## src/rtl/vc_frame_sync_if.sv

```systemverilog
// AXI4-Stream bundle shared by the VC input side and the video output side of vc_frame_sync.
// The output side has no tdest consumer; the synchroniser ties it to zero.
interface vc_frame_sync_if #(
  parameter int unsigned WIDTH       = 16,
  parameter int unsigned TUSER_WIDTH = 1,
  parameter int unsigned TDEST_WIDTH = 10
);
  logic                   tvalid;
  logic                   tready;
  logic [WIDTH-1:0]       tdata;
  logic                   tlast;
  logic [TUSER_WIDTH-1:0] tuser;
  logic [TDEST_WIDTH-1:0] tdest;

  modport master (output tvalid, tdata, tlast, tuser, tdest, input tready);
  modport slave  (input tvalid, tdata, tlast, tuser, tdest, output tready);
endinterface

```

## src/rtl/vc_frame_sync.sv

```systemverilog
// Per-VC frame synchroniser: checks line/frame geometry, drops until a valid SOF and forwards
// well-formed data through a registered two-entry skid buffer with error/status pulses.
module vc_frame_sync #(
  parameter int unsigned            FREQ_HZ     = 32'd100000000,
  parameter int unsigned            WIDTH       = 16,
  parameter int unsigned            TUSER_WIDTH = 1,
  parameter int unsigned            TDEST_WIDTH = 10,
  parameter logic [TDEST_WIDTH-1:0] VC_ID       = 'h1e2,
  parameter int unsigned            H_ACTIVE    = 1920,
  parameter int unsigned            V_ACTIVE    = 1080,
  parameter int unsigned            CNT_WIDTH   = 16
) (
  input  logic                    aclk,
  input  logic                    areset,
  vc_frame_sync_if.slave          s_axis,
  vc_frame_sync_if.master         m_axis,
  output logic                    frame_done,
  output logic                    err_short_line,
  output logic                    err_long_line,
  output logic                    err_frame,
  output logic [15:0]             frame_count,
  output logic                    dropping
);

  if (H_ACTIVE < 2) begin : g_bad_h_active
    $error("H_ACTIVE must be at least 2");
  end
  if (V_ACTIVE < 1) begin : g_bad_v_active
    $error("V_ACTIVE must be at least 1");
  end
  if (FREQ_HZ == 0) begin : g_bad_freq
    $error("FREQ_HZ must be nonzero");
  end

  localparam int unsigned          BeatW    = WIDTH + 1 + TUSER_WIDTH;
  localparam logic [CNT_WIDTH-1:0] ColLast  = CNT_WIDTH'(H_ACTIVE - 1);
  localparam logic [CNT_WIDTH-1:0] LineLast = CNT_WIDTH'(V_ACTIVE - 1);
  localparam logic [CNT_WIDTH-1:0] CntOne   = CNT_WIDTH'(1);

  typedef enum logic [1:0] {StWaitSof, StPass, StDrop} state_e;

  state_e               state_q, state_d;
  logic [CNT_WIDTH-1:0] col_q, col_d, line_q, line_d;
  logic [15:0]          frame_count_q, frame_count_d;
  logic [BeatW-1:0]     buf0_q, buf0_d, buf1_q, buf1_d;
  logic                 vld0_q, vld0_d, vld1_q, vld1_d;
  logic                 tready_q, tready_d;
  logic                 frame_done_q, frame_done_d;
  logic                 err_short_q, err_short_d;
  logic                 err_long_q, err_long_d;
  logic                 err_frame_q, err_frame_d;
  logic                 dropping_q, dropping_d;

  logic             s_tready, accept, ours, sof, pop, push, last_out;
  logic [BeatW-1:0] push_beat;

  // tready_q is left at 1 by reset; the gate keeps it low while reset is held.
  assign s_tready      = tready_q & ~areset;
  assign s_axis.tready = s_tready;
  assign accept        = s_axis.tvalid & s_tready;
  assign ours          = accept & (s_axis.tdest == VC_ID);
  assign sof           = s_axis.tuser[0];
  assign pop           = vld0_q & m_axis.tready;
  assign push_beat     = {last_out, s_axis.tuser, s_axis.tdata};

  always_comb begin
    state_d       = state_q;
    col_d         = col_q;
    line_d        = line_q;
    frame_count_d = frame_count_q;
    frame_done_d  = 1'b0;
    err_short_d   = 1'b0;
    err_long_d    = 1'b0;
    err_frame_d   = 1'b0;
    push          = 1'b0;
    last_out      = s_axis.tlast;
    if (ours) begin
      if (state_q != StPass) begin
        if (sof) begin
          push = 1'b1;
          if (s_axis.tlast) begin
            err_short_d = 1'b1;
            state_d     = StDrop;
          end else begin
            col_d   = CntOne;
            line_d  = '0;
            state_d = StPass;
          end
        end
      end else if (sof) begin
        // A restart wins over any line check on the same beat.
        push        = 1'b1;
        err_frame_d = 1'b1;
        col_d       = CntOne;
        line_d      = '0;
      end else begin
        push = 1'b1;
        if (s_axis.tlast) begin
          if (col_q == ColLast) begin
            col_d = '0;
            if (line_q == LineLast) begin
              frame_done_d  = 1'b1;
              frame_count_d = frame_count_q + 16'd1;
              state_d       = StWaitSof;
            end else begin
              line_d = line_q + CntOne;
            end
          end else begin
            err_short_d = 1'b1;
            state_d     = StDrop;
          end
        end else if (col_q == ColLast) begin
          last_out   = 1'b1;
          err_long_d = 1'b1;
          state_d    = StDrop;
        end else begin
          col_d = col_q + CntOne;
        end
      end
    end
    dropping_d = (state_d != StPass);
  end

  // Head entry always drives the output; the second entry only fills while the head stalls.
  always_comb begin
    buf0_d = buf0_q;
    buf1_d = buf1_q;
    vld0_d = vld0_q;
    vld1_d = vld1_q;
    if (pop) begin
      buf0_d = buf1_q;
      vld0_d = vld1_q;
      vld1_d = 1'b0;
    end
    if (push) begin
      if (!vld0_d) begin
        buf0_d = push_beat;
        vld0_d = 1'b1;
      end else begin
        buf1_d = push_beat;
        vld1_d = 1'b1;
      end
    end
    tready_d = ~(vld0_d & vld1_d);
  end

  always_ff @(posedge aclk) begin
    if (areset) begin
      state_q       <= StWaitSof;
      col_q         <= '0;
      line_q        <= '0;
      frame_count_q <= '0;
      buf0_q        <= '0;
      buf1_q        <= '0;
      vld0_q        <= 1'b0;
      vld1_q        <= 1'b0;
      tready_q      <= 1'b1;
      frame_done_q  <= 1'b0;
      err_short_q   <= 1'b0;
      err_long_q    <= 1'b0;
      err_frame_q   <= 1'b0;
      dropping_q    <= 1'b1;
    end else begin
      state_q       <= state_d;
      col_q         <= col_d;
      line_q        <= line_d;
      frame_count_q <= frame_count_d;
      buf0_q        <= buf0_d;
      buf1_q        <= buf1_d;
      vld0_q        <= vld0_d;
      vld1_q        <= vld1_d;
      tready_q      <= tready_d;
      frame_done_q  <= frame_done_d;
      err_short_q   <= err_short_d;
      err_long_q    <= err_long_d;
      err_frame_q   <= err_frame_d;
      dropping_q    <= dropping_d;
    end
  end

  assign m_axis.tvalid = vld0_q;
  assign {m_axis.tlast, m_axis.tuser, m_axis.tdata} = buf0_q;
  assign m_axis.tdest  = '0;

  assign frame_done     = frame_done_q;
  assign err_short_line = err_short_q;
  assign err_long_line  = err_long_q;
  assign err_frame      = err_frame_q;
  assign frame_count    = frame_count_q;
  assign dropping       = dropping_q;

endmodule

```

## src/flat_wrapper.sv

```systemverilog
// flat-port wrapper written by rule: the top's interface ports become plain ports
module vc_frame_sync_flat 
#(
  parameter int unsigned            FREQ_HZ     = 32'd100000000,
  parameter int unsigned            WIDTH       = 16,
  parameter int unsigned            TUSER_WIDTH = 1,
  parameter int unsigned            TDEST_WIDTH = 10,
  parameter logic [TDEST_WIDTH-1:0] VC_ID       = 'h1e2,
  parameter int unsigned            H_ACTIVE    = 1920,
  parameter int unsigned            V_ACTIVE    = 1080,
  parameter int unsigned            CNT_WIDTH   = 16
)
  (aclk, areset, frame_done, err_short_line, err_long_line, err_frame, frame_count, dropping, s_axis_tvalid, s_axis_tdata, s_axis_tlast, s_axis_tuser, s_axis_tdest, s_axis_tready, m_axis_tvalid, m_axis_tdata, m_axis_tlast, m_axis_tuser, m_axis_tdest, m_axis_tready);
  vc_frame_sync_if #(.WIDTH(WIDTH), .TUSER_WIDTH(TUSER_WIDTH), .TDEST_WIDTH(TDEST_WIDTH)) s_axis_i ();
  vc_frame_sync_if #(.WIDTH(WIDTH), .TUSER_WIDTH(TUSER_WIDTH), .TDEST_WIDTH(TDEST_WIDTH)) m_axis_i ();
  input  logic aclk;
  input  logic areset;
  output logic frame_done;
  output logic err_short_line;
  output logic err_long_line;
  output logic err_frame;
  output logic [15:0] frame_count;
  output logic dropping;
  input wire logic [$bits(s_axis_i.tvalid)-1:0] s_axis_tvalid;
  input wire logic [$bits(s_axis_i.tdata)-1:0] s_axis_tdata;
  input wire logic [$bits(s_axis_i.tlast)-1:0] s_axis_tlast;
  input wire logic [$bits(s_axis_i.tuser)-1:0] s_axis_tuser;
  input wire logic [$bits(s_axis_i.tdest)-1:0] s_axis_tdest;
  output wire logic [$bits(s_axis_i.tready)-1:0] s_axis_tready;
  output wire logic [$bits(m_axis_i.tvalid)-1:0] m_axis_tvalid;
  output wire logic [$bits(m_axis_i.tdata)-1:0] m_axis_tdata;
  output wire logic [$bits(m_axis_i.tlast)-1:0] m_axis_tlast;
  output wire logic [$bits(m_axis_i.tuser)-1:0] m_axis_tuser;
  output wire logic [$bits(m_axis_i.tdest)-1:0] m_axis_tdest;
  input wire logic [$bits(m_axis_i.tready)-1:0] m_axis_tready;
  assign s_axis_i.tvalid = s_axis_tvalid;
  assign s_axis_i.tdata = s_axis_tdata;
  assign s_axis_i.tlast = s_axis_tlast;
  assign s_axis_i.tuser = s_axis_tuser;
  assign s_axis_i.tdest = s_axis_tdest;
  assign s_axis_tready = s_axis_i.tready;
  assign m_axis_tvalid = m_axis_i.tvalid;
  assign m_axis_tdata = m_axis_i.tdata;
  assign m_axis_tlast = m_axis_i.tlast;
  assign m_axis_tuser = m_axis_i.tuser;
  assign m_axis_tdest = m_axis_i.tdest;
  assign m_axis_i.tready = m_axis_tready;
  vc_frame_sync #(.FREQ_HZ(FREQ_HZ), .WIDTH(WIDTH), .TUSER_WIDTH(TUSER_WIDTH), .TDEST_WIDTH(TDEST_WIDTH), .VC_ID(VC_ID), .H_ACTIVE(H_ACTIVE), .V_ACTIVE(V_ACTIVE), .CNT_WIDTH(CNT_WIDTH)) u_core (.aclk(aclk), .areset(areset), .s_axis(s_axis_i), .m_axis(m_axis_i), .frame_done(frame_done), .err_short_line(err_short_line), .err_long_line(err_long_line), .err_frame(err_frame), .frame_count(frame_count), .dropping(dropping));
endmodule
```

## config.mk

```make
export PLATFORM = sky130hd
export DESIGN_NAME = vc_frame_sync_flat
export DESIGN_NICKNAME = d
export VERILOG_FILES = /design/src/rtl/vc_frame_sync_if.sv /design/src/rtl/vc_frame_sync.sv /design/src/flat_wrapper.sv
export SDC_FILE = /design/constraint.sdc
export NUM_CORES = 1
export LEC_CHECK = 0
export ABC_CLOCK_PERIOD_IN_PS = 3210
export CAP_MARGIN = 10
export CORE_MARGIN = 4
export CORE_UTILIZATION = 54
export CTS_BUF_LIST = sky130_fd_sc_hd__clkbuf_4
export CTS_CLUSTER_DIAMETER = 80
export DETAILED_ROUTE_END_ITERATION = 8
export PLACE_DENSITY_LB_ADDON = 0.25
export SKIP_LAST_GASP = 1
export SYNTH_ARGS = -nofsm -noshare
export SYNTH_HDL_FRONTEND = slang
export SYNTH_SLANG_ARGS = --single-unit
```

## constraint.sdc

```tcl
create_clock -name aclk -period 3.21 [get_ports aclk]
set_input_delay 0.642 -clock aclk [delete_from_list [all_inputs] [get_ports aclk]]
set_output_delay 0.642 -clock aclk [all_outputs]
set_load 0.1 [all_outputs]
```

=== Yosys cells after proc, flatten, opt, wreduce, memory -nomap -nowiden ===
Cells that the tools add are included.

* Register bits after elaboration: 94
* Bits of input ports: 32
* Output and inout bits: 51
* Word-level logic and storage cells: 95

* $add $sub $neg: 3
* Equal/unequal tests: 10
* Muxes and demuxes: 46
* Bitwise operators: 12
* Reductions and logical operators: 10

{| class="wikitable"
|+ Operator list
! operator !! number
|-
| $mux W16 || 14
|-
| $mux W18 || 3
|-
| $add A16 B1 Y16 const B || 3
|-
| $eq A16 B11 Y1 const B || 2
|-
| $mux W1 || 20
|-
| $mux W2 || 9
|-
| $reduce_and A6 Y1 || 2
|-
| $eq A10 B9 Y1 const B || 1
|-
| $not A1 Y1 || 7
|-
| $ne A2 B2 Y1 const B || 3
|-
| $reduce_or A6 Y1 || 1
|-
| $and A1 B1 Y1 || 5
|-
| $reduce_and A5 Y1 || 1
|-
| $reduce_or A5 Y1 || 1
|-
| $ne A2 B1 Y1 const B || 2
|-
| $reduce_bool A2 Y1 || 2
|-
| $ne A3 B1 Y1 const B || 1
|-
| $ne A3 B3 Y1 const B || 1
|-
| $reduce_or A3 Y1 || 1
|-
| $reduce_and A2 Y1 || 1
|-
| $reduce_or A2 Y1 || 1
|}

=== Longest topological paths before layout ===
Gate-level depths: netlist of run 1.

* Depth after elaboration: 8
* Mapped depth: 9
* Mapped depth without buffers: 7

=== Worst setup path before layout of run 1 ===
No wires, ideal clock.

* Path type: input to register
* From: in areset
* To: reg u_core.frame_count_q[5], in the netlist u_core.frame_count[5]
* Library setup time: 70 ps
* Data arrival time: 3,697 ps
* Data required time: 3,140 ps
* Setup slack: -557 ps
* Cell stages on the path: 7
* Path buffers: 1
* Path through: nor2b_1 -> and4_2 -> buf_4 -> nand3_1 -> nor4_1 -> or3b_2 -> a21oi_1

* Longest elaborated chain between the ends: 5

{| class="wikitable"
|+ RTL lines
! what !! line !! source
|-
| start, declared || flat_wrapper.sv:17 || <nowiki>input logic areset;</nowiki>
|-
| $not A1 Y1 || vc_frame_sync.sv:58 || <nowiki>assign s_tready = tready_q & ~areset;</nowiki>
|-
| $and A1 B1 Y1 || vc_frame_sync.sv:58 ||
|-
| $and A1 B1 Y1 || vc_frame_sync.sv:60 || <nowiki>assign accept = s_axis.tvalid & s_tready;</nowiki>
|-
| $and A1 B1 Y1 || vc_frame_sync.sv:61 || <nowiki>assign ours = accept & (s_axis.tdest == VC_ID);</nowiki>
|-
| $reduce_and A6 Y1 (no line) || n/a ||
|-
| end signal, assigned || vc_frame_sync.sv:167 || <nowiki>frame_count_q <= frame_count_d;</nowiki>
|-
| end, declared || vc_frame_sync.sv:44 || <nowiki>logic [15:0] frame_count_q, frame_count_d;</nowiki>
|}

Parallel ways exist; a longest one is shown, timed or not.
A chain may end at the register's enable or synchronous reset.

=== Worst setup path after layout of run 1 ===
* From: reg u_core.col_q[0]
* To: reg u_core.col_q[10]

* Longest elaborated chain between the ends: 5
* Elaborated cells between the ends (all ways): 9
* Classes of those cells: add/sub (1); eq/ne (3); mux (4); reduce/logical (1)

{| class="wikitable"
|+ RTL lines
! what !! line !! source
|-
| start, declared || vc_frame_sync.sv:43 || <nowiki>logic [CNT_WIDTH-1:0] col_q, col_d, line_q, line_d;</nowiki>
|-
| start signal, assigned || vc_frame_sync.sv:165 || <nowiki>col_q <= col_d;</nowiki>
|-
| $add A16 B1 Y16 || vc_frame_sync.sv:117 || <nowiki>col_d = col_q + CntOne;</nowiki>
|-
| $mux W16 || vc_frame_sync.sv:112 || <nowiki>end else if (col_q == ColLast) begin</nowiki>
|-
| $mux W16 || vc_frame_sync.sv:98 || <nowiki>if (s_axis.tlast) begin</nowiki>
|-
| $mux W16 || vc_frame_sync.sv:90 || <nowiki>end else if (sof) begin</nowiki>
|-
| $mux W16 || vc_frame_sync.sv:78 || <nowiki>if (state_q != StPass) begin</nowiki>
|}

Parallel ways exist; a longest one is shown, timed or not. The select of a mux whose other input is x is not followed.

==> results of run 1 <==
==> area by class of cell <==
cell class	instances	area, um2	share of cell area
Timing Repair Buffer	91	768	0.142
Sequential cell	94	1880	0.348
Clock buffer	10	75.1	0.0139
Clock inverter	6	45.0	0.00834
Tap cell	105	131	0.0243
Inverter	12	45.0	0.00834
Multi-Input combinational cell	409	2460	0.455
==> kinds of logic after synthesis <==
kind of cell | after synthesis | synth area share
xor gates and xnor gates | 17 | 0.0326
muxes | 20 | 0.0443
AOI/OAI and AO/OA | 100 | 0.152
DFF | 94 | 0.412
buffers and inverters | 57 | 0.0588
adders and majority gates | 4 | 0.0104
and+or+nand+nor | 258 | 0.290
other | 1 | 0.000820
==> worst max-delay path: stages, from the launching register on <==
cell and delay [ps]:
dfxtp_1 380, ha_1 270, and4_1 260, and4_1 280
a21oi_1 830, o21bai_1 120, buf_4 210, a211oi_1 220
a31o_2 130
==> power by group <==
group	internal [mW]	switching, mW
logic	0.0461	0.102
clock network	0.172	0.421
registers	1.17	0.0000300
total	1.39	0.522
==> registers in the layout, summed over array words and instances, names as in the netlist <==
name	cells
u_core.col_q	16
u_core.err_long_line	1
u_core.err_frame	1
u_core.tready_q	1
u_core.buf0_q	18
u_core.line_q	16
u_core.m_axis.tvalid	1
u_core.frame_done	1
u_core.vld1_q	1
u_core.frame_count	16
u_core.dropping	1
u_core.state_q	2
u_core.err_short_line	1
u_core.buf1_q	18
==> metal layers <==
metal	wire, um	track usage	vias to the layer above
li1	-	-	2110
met1	4990	0.299	2013
met2	5150	0.354	122
met3	637	0.0410	5
met4	46	0.0446	0
met5	0	0	-
==> cells in the final DEF (no fill, tap or decap), types with 3 or more instances in the layout <==
master,n
a211oi_1,5
a21oi_1,26
a311oi_1,25
a31o_2,3
a31oi_1,6
and3_1,7
and4_1,6
buf_4,59
clkbuf_4,10
clkdlybuf4s50_1,30
clkinvlp_4,3
conb_1,10
dfxtp_1,94
ha_1,3
inv_1,12
mux2i_1,18
nand2_1,54
nand2b_1,6
nand3_1,34
nand3b_1,3
nand4_1,9
nor2_1,76
nor2b_1,5
nor3_1,17
nor4_1,10
o21ai_0,16
or3_1,9
xnor2_1,16
==> worst paths after layout <==
| check | slack, ps | depth (start not counted) | to |
|---|---|---|---|
| worst min-delay path | 500 | 2 | u_core.buf0_q[1]$_SDFF_PP0_ |
| worst max register to register | 470 | 8 | u_core.col_q[10]$_SDFFE_PP0P_ |
| worst min register to register | 500 | 2 | u_core.buf0_q[1]$_SDFF_PP0_ |
| worst max-delay path | 470 | 8 | u_core.col_q[10]$_SDFFE_PP0P_ |
==> metrics by stage <==
step	cells	power [mW]	hold slack [ps]	utilization
6_report	727	1.91	495	0.658
5_1_grt	727	1.98	509	0.658
4_1_cts	727	1.91	497	0.658
3_5_place_dp	711	1.34	473	0.643
3_3_place_gp	711	1.34	465	0.643
2_1_floorplan	560	1.30	450	-
==> reports/qor.yml, run 1 <==
status:
  status: "finished clean"
sta:
  post_route_setup_tns_ps: 0
  peak_clock_frequency_supported_by_timing_mhz: 365
  crit_path_time_final_ps: 2740
  final_min_period_over_clock_period: 0.852
  timing_worst_slew_pin_value_ps: 984
  hold_viol_final: 0
  layout_setup_ws_ps: 474
  slew-limit-headroom: 0.344
  setup_violations: 0
  slew_violations: 0
  clock_skew_ps: 17.0
  unrepaired_setup_endpoints_after_global_routing: "false"
clock_tree:
  clk_pin_slew_ps: 160
  tritoncts_clock_tree: "done"
  post_cts.repair.setup_buffers: 0
  htree_levels: 3
  cts_repair_resize_count: 0
  holdBufCountCts: 0
  clock-root-buffer: "clkbuf_4"
  worstSkewPairLatency_ps: 450
  clock_sinks: 94
  cts_inserted_buffers: 9
  cts_max_path_buffers: 2
critical_path:
  rr_startpoint: "u_core.col_q[0]$_SDFFE_PP0P_"
  cp.required_ps: 3610
  path_max_fanout: 12
  worstSetupStartpoint: "u_core.col_q[0]$_SDFFE_PP0P_"
  element_type_at_the_critical_path_end: "flop"
  type_of_the_worst_setup_path: "reg2reg"
  critical_path_arrival_ps: 3130
  setup.worst_path.start_class: "flop"
synth:
  netlist_top_cells_area: "dfxtp_1 (41%), nor2_1 (6.2%), a311oi_1 (4.8%), nand2_1 (4.4%), mux2i_1 (3.9%)"
  yosys-top-cells-count: "dfxtp_1 (94), nor2_1 (76), nand2_1 (54)"
  dominantRegCellSynth: "dfxtp_1"
  avgSynthCellArea_um2: 8.30
  synth_most_common_cell: "dfxtp_1"
  postSynthCellCount: 551
  ys_warn_count: 0
  synth_enable_flop_cells: 0
  syn-cell-area_um2: 4570
  async_flop_share: 0
  synth_top_area_frac: 0.412
  synth_seq_cells: 94
  synth.yosys.seq_area_share: 0.412
  synth.lib_cells_used.distinct: 63
  synth.largest_area_cell: "dfxtp_1"
detailed_routing:
  detail_route.first_pass.iterations: 5
  route.vias.total: 4250
  drt-vias-per-instance: 5.85
  drt_iter0_drc: 193
  route.detailed.drc: 0
  routed_wire_length_per_instance_um: 14.9
  count_of_nets_left_with_antenna_violations_after_detail_routing: 0
  detail_route.wirelength_um: 10800
global_route:
  first_global_vias: 3952
  grt_start_max_net_pins: 74
  antenna_found_initial: 0
  global_route.overflow_total: 0
  grt_pass1_wl_um: 18100
  grt_usage: 0.216
power:
  power.density_cell_area_nw_per_um2: 353
  worst_ir_drop_vdd_mv: 0.155
  p_leak_nw: 1.84
placement:
  placed_area_um2: 5280
  place_congestion: 0.872
  place.detailed.hpwl_um: 7650
  placement.setup.worst_slack_ps: 224
  placement.io_buffers: 72
cells_and_area:
  finish.instance_area_um2: 5400
  final_layout_size_suffix_gt1_frac: 0.154
  layout-area-overhead-vs-synth_pct: 18.2
  antenna_cells: 0
  finalNetCount: 652
  nFillCells: 709
die:
  floorplan.rows: 33
  die_area_um2: 10000
  die_w_um: 100
  initial_core_util: 0.556
  core_um2: 8220
  die_h_um: 100
  floorplan.io_pins: 83
min_path:
  holdCritStartpoint: "u_core.buf0_q[1]$_SDFF_PP0_"
  holdCritPathClass: "reg2reg"
flow_run:
  max_cap_violations: 0
(Power assumes the default switching activity.)
==> run 2, diff against run 1 <==
--- a/config.mk
+++ b/config.mk
@@ -5,10 +5,10 @@
 export SDC_FILE = /design/constraint.sdc
 export NUM_CORES = 1
 export LEC_CHECK = 0
-export ABC_CLOCK_PERIOD_IN_PS = 3210
+export ABC_CLOCK_PERIOD_IN_PS = 2200
 export CAP_MARGIN = 10
 export CORE_MARGIN = 4
-export CORE_UTILIZATION = 54
+export CORE_UTILIZATION = 49
 export CTS_BUF_LIST = sky130_fd_sc_hd__clkbuf_4
 export CTS_CLUSTER_DIAMETER = 80
 export DETAILED_ROUTE_END_ITERATION = 8
==> constraint.sdc (replaced) <==
create_clock -name aclk -period 2.2 [get_ports aclk]
set_input_delay 0.44 -clock aclk [delete_from_list [all_inputs] [get_ports aclk]]
set_output_delay 0.44 -clock aclk [all_outputs]
set_load 0.1 [all_outputs]
==> reports/qor.yml, run 2 (synthesized netlist as in run 1, its figures left out) <==
status:
  status: "finished clean"
clock_tree:
  clock_sinks: 94
  worstSkewPairLatency_ps: 450
  cts_max_path_buffers: 2
  tritoncts_clock_tree: "done"
  htree_levels: 3
  cts_inserted_buffers: 9
  holdBufCountCts: 0
  clock-root-buffer: "clkbuf_4"
  clk_pin_slew_ps: 160
critical_path:
  critical_register_to_register_path_endpoint: "u_core.col_q[3]$_SDFFE_PP0P_"
  worstSetupStartpoint: "s_axis_tdest[0]"
  type_of_the_worst_setup_path: "in2reg"
  element_type_at_the_critical_path_end: "flop"
  rr_startpoint: "u_core.col_q[13]$_SDFFE_PP0P_"
  path_max_fanout: 5
  regToRegSetupSlack_ps: 80
  cp.required_ps: 2590
  setup.worst_path.start_class: "primary input"
  critical_path_arrival_ps: 2540
  r2r_depth: 6
cells_and_area:
  antenna_cells: 0
  finish.instance_area_um2: 5970
  layout-area-overhead-vs-synth_pct: 30.7
  final-seq-area_um2: 1900
  finalNetCount: 701
  layout.cells.non_filler: 779
  multi_input_area_um2: 2570
  reg.largest.list: "u_core.buf0_q (18), u_core.buf1_q (18)"
  final_cell_mix: "buf_4 (104), dfxtp_1 (83), nor2_1 (74)"
  layout_commonest_cell: "buf_4"
  nFillCells: 734
  final_layout_size_suffix_gt1_frac: 0.265
  finish.utilization: 0.672
sta:
  peak_clock_frequency_supported_by_timing_mhz: 465
  timing_worst_slew_pin_value_ps: 779
  slew-limit-headroom: 0.480
  clock_skew_ps: 14.1
  crit_path_time_final_ps: 2150
  finalHoldWorstSlack_ps: 489
  post_route_setup_tns_ps: 0
  unrepaired_setup_endpoints_after_global_routing: "true"
  slew_violations: 0
  hold_viol_final: 0
  final_min_period_over_clock_period: 0.978
  layout_setup_ws_ps: 47.5
  setup_violations: 0
die:
  die_area_um2: 10900
  core_um2: 8890
  die_w_um: 105
  floorplan.rows: 34
  initial_core_util: 0.514
  die_h_um: 105
  floorplan.io_pins: 83
global_route:
  grt_start_max_net_pins: 74
  grt_pass1_wl_um: 19900
  global_route.overflow_total: 0
  grt_usage: 0.215
  antenna_found_initial: 0
  first_global_vias: 4213
flow_run:
  max_cap_violations: 0
power:
  fin_total_pwr_mw: 2.92
  power.density_cell_area_nw_per_um2: 489
  p_leak_nw: 2.14
  worst_ir_drop_vdd_mv: 0.306
placement:
  place.detailed.instances: 759
  placement.io_buffers: 72
  place.detailed.hpwl_um: 8630
  place_congestion: 0.925
  placement.setup.worst_slack_ps: -370
  placed_area_um2: 5750
detailed_routing:
  route.vias.total: 4431
  detail_route.wirelength_um: 11700
  drt-vias-per-instance: 5.69
  routed_wire_length_per_instance_um: 15.1
  drt_iter0_drc: 203
  detail_route.first_pass.iterations: 4
  route.detailed.drc: 0
  count_of_nets_left_with_antenna_violations_after_detail_routing: 0
min_path:
  holdCritStartpoint: "u_core.buf1_q[2]$_SDFFE_PP0P_"
  hold-path-cell-count: 2
  holdCritPathClass: "reg2reg"
  hold_path_end: "u_core.buf0_q[2]$_SDFF_PP0_"
[run 2: changes by cell type in the layout (fill, tap and decap cells not counted), sizes merged]
cell      previous run  this run
buf                 61       110
clkinvlp             3         0
inv                 14        16
bufinv               0         1
clkbuf              10         9
clkinv               1         2
[run 2: worst max-delay path by stage]
stage | endpoint | slack (ps) | depth (start not counted)
final | u_core.frame_count[5]$_SDFFE_PP0P_ | 50 | 7
after global routing | u_core.frame_count[5]$_SDFFE_PP0P_ | -60 | 7
after CTS | u_core.line_q[4]$_SDFFE_PP0P_ | 10 | 9
after detailed placement | u_core.frame_count[5]$_SDFFE_PP0P_ | -370 | 8
after global placement | u_core.frame_count[12]$_SDFFE_PP0P_ | -340 | 7
after floorplan | u_core.frame_count[13]$_SDFFE_PP0P_ | -200 | 7
[run 2: metal layers]
layer / global-route usage / wire length, um / vias up
met4: 0.0797 / 202 / 0
met3: 0.0376 / 536 / 18
li1: - / - / 2202
met1: 0.271 / 5090 / 2115
met5: 0 / 0 / -
met2: 0.369 / 5900 / 96
[run 2: repair_timing]
item	CTS	global route
setup buffers	0	4
cloned	0	0
gates resized for setup	1	15
pin swaps	0	3
setup endpoints to repair	6	36
[run 2: layout make-up]
class                   instances  share of cell area
multi-input cells             409               0.431
flip-flops and latches         94               0.317
repair buffers                140               0.197
well taps                     108              0.0226
clock inverters                 7              0.0134
clock buffers                   9              0.0113
inverters                      12             0.00754
[run 2: worst max-delay path: stages]
cell and delay (ps):
clkdlybuf4s50_1 430, nor4b_2 310, and4_4 330, nand3_1 130
nor4_2 310, or3b_2 460, a21oi_1 140
[run 2: power breakdown]
part | internal [mW] | total, mW | switching, mW
clock | 0.366 | 0.985 | 0.619
sequential | 1.70 | 1.70 | 0.0000419
combinational | 0.0804 | 0.236 | 0.155
total | 2.15 | 2.92 | 0.774
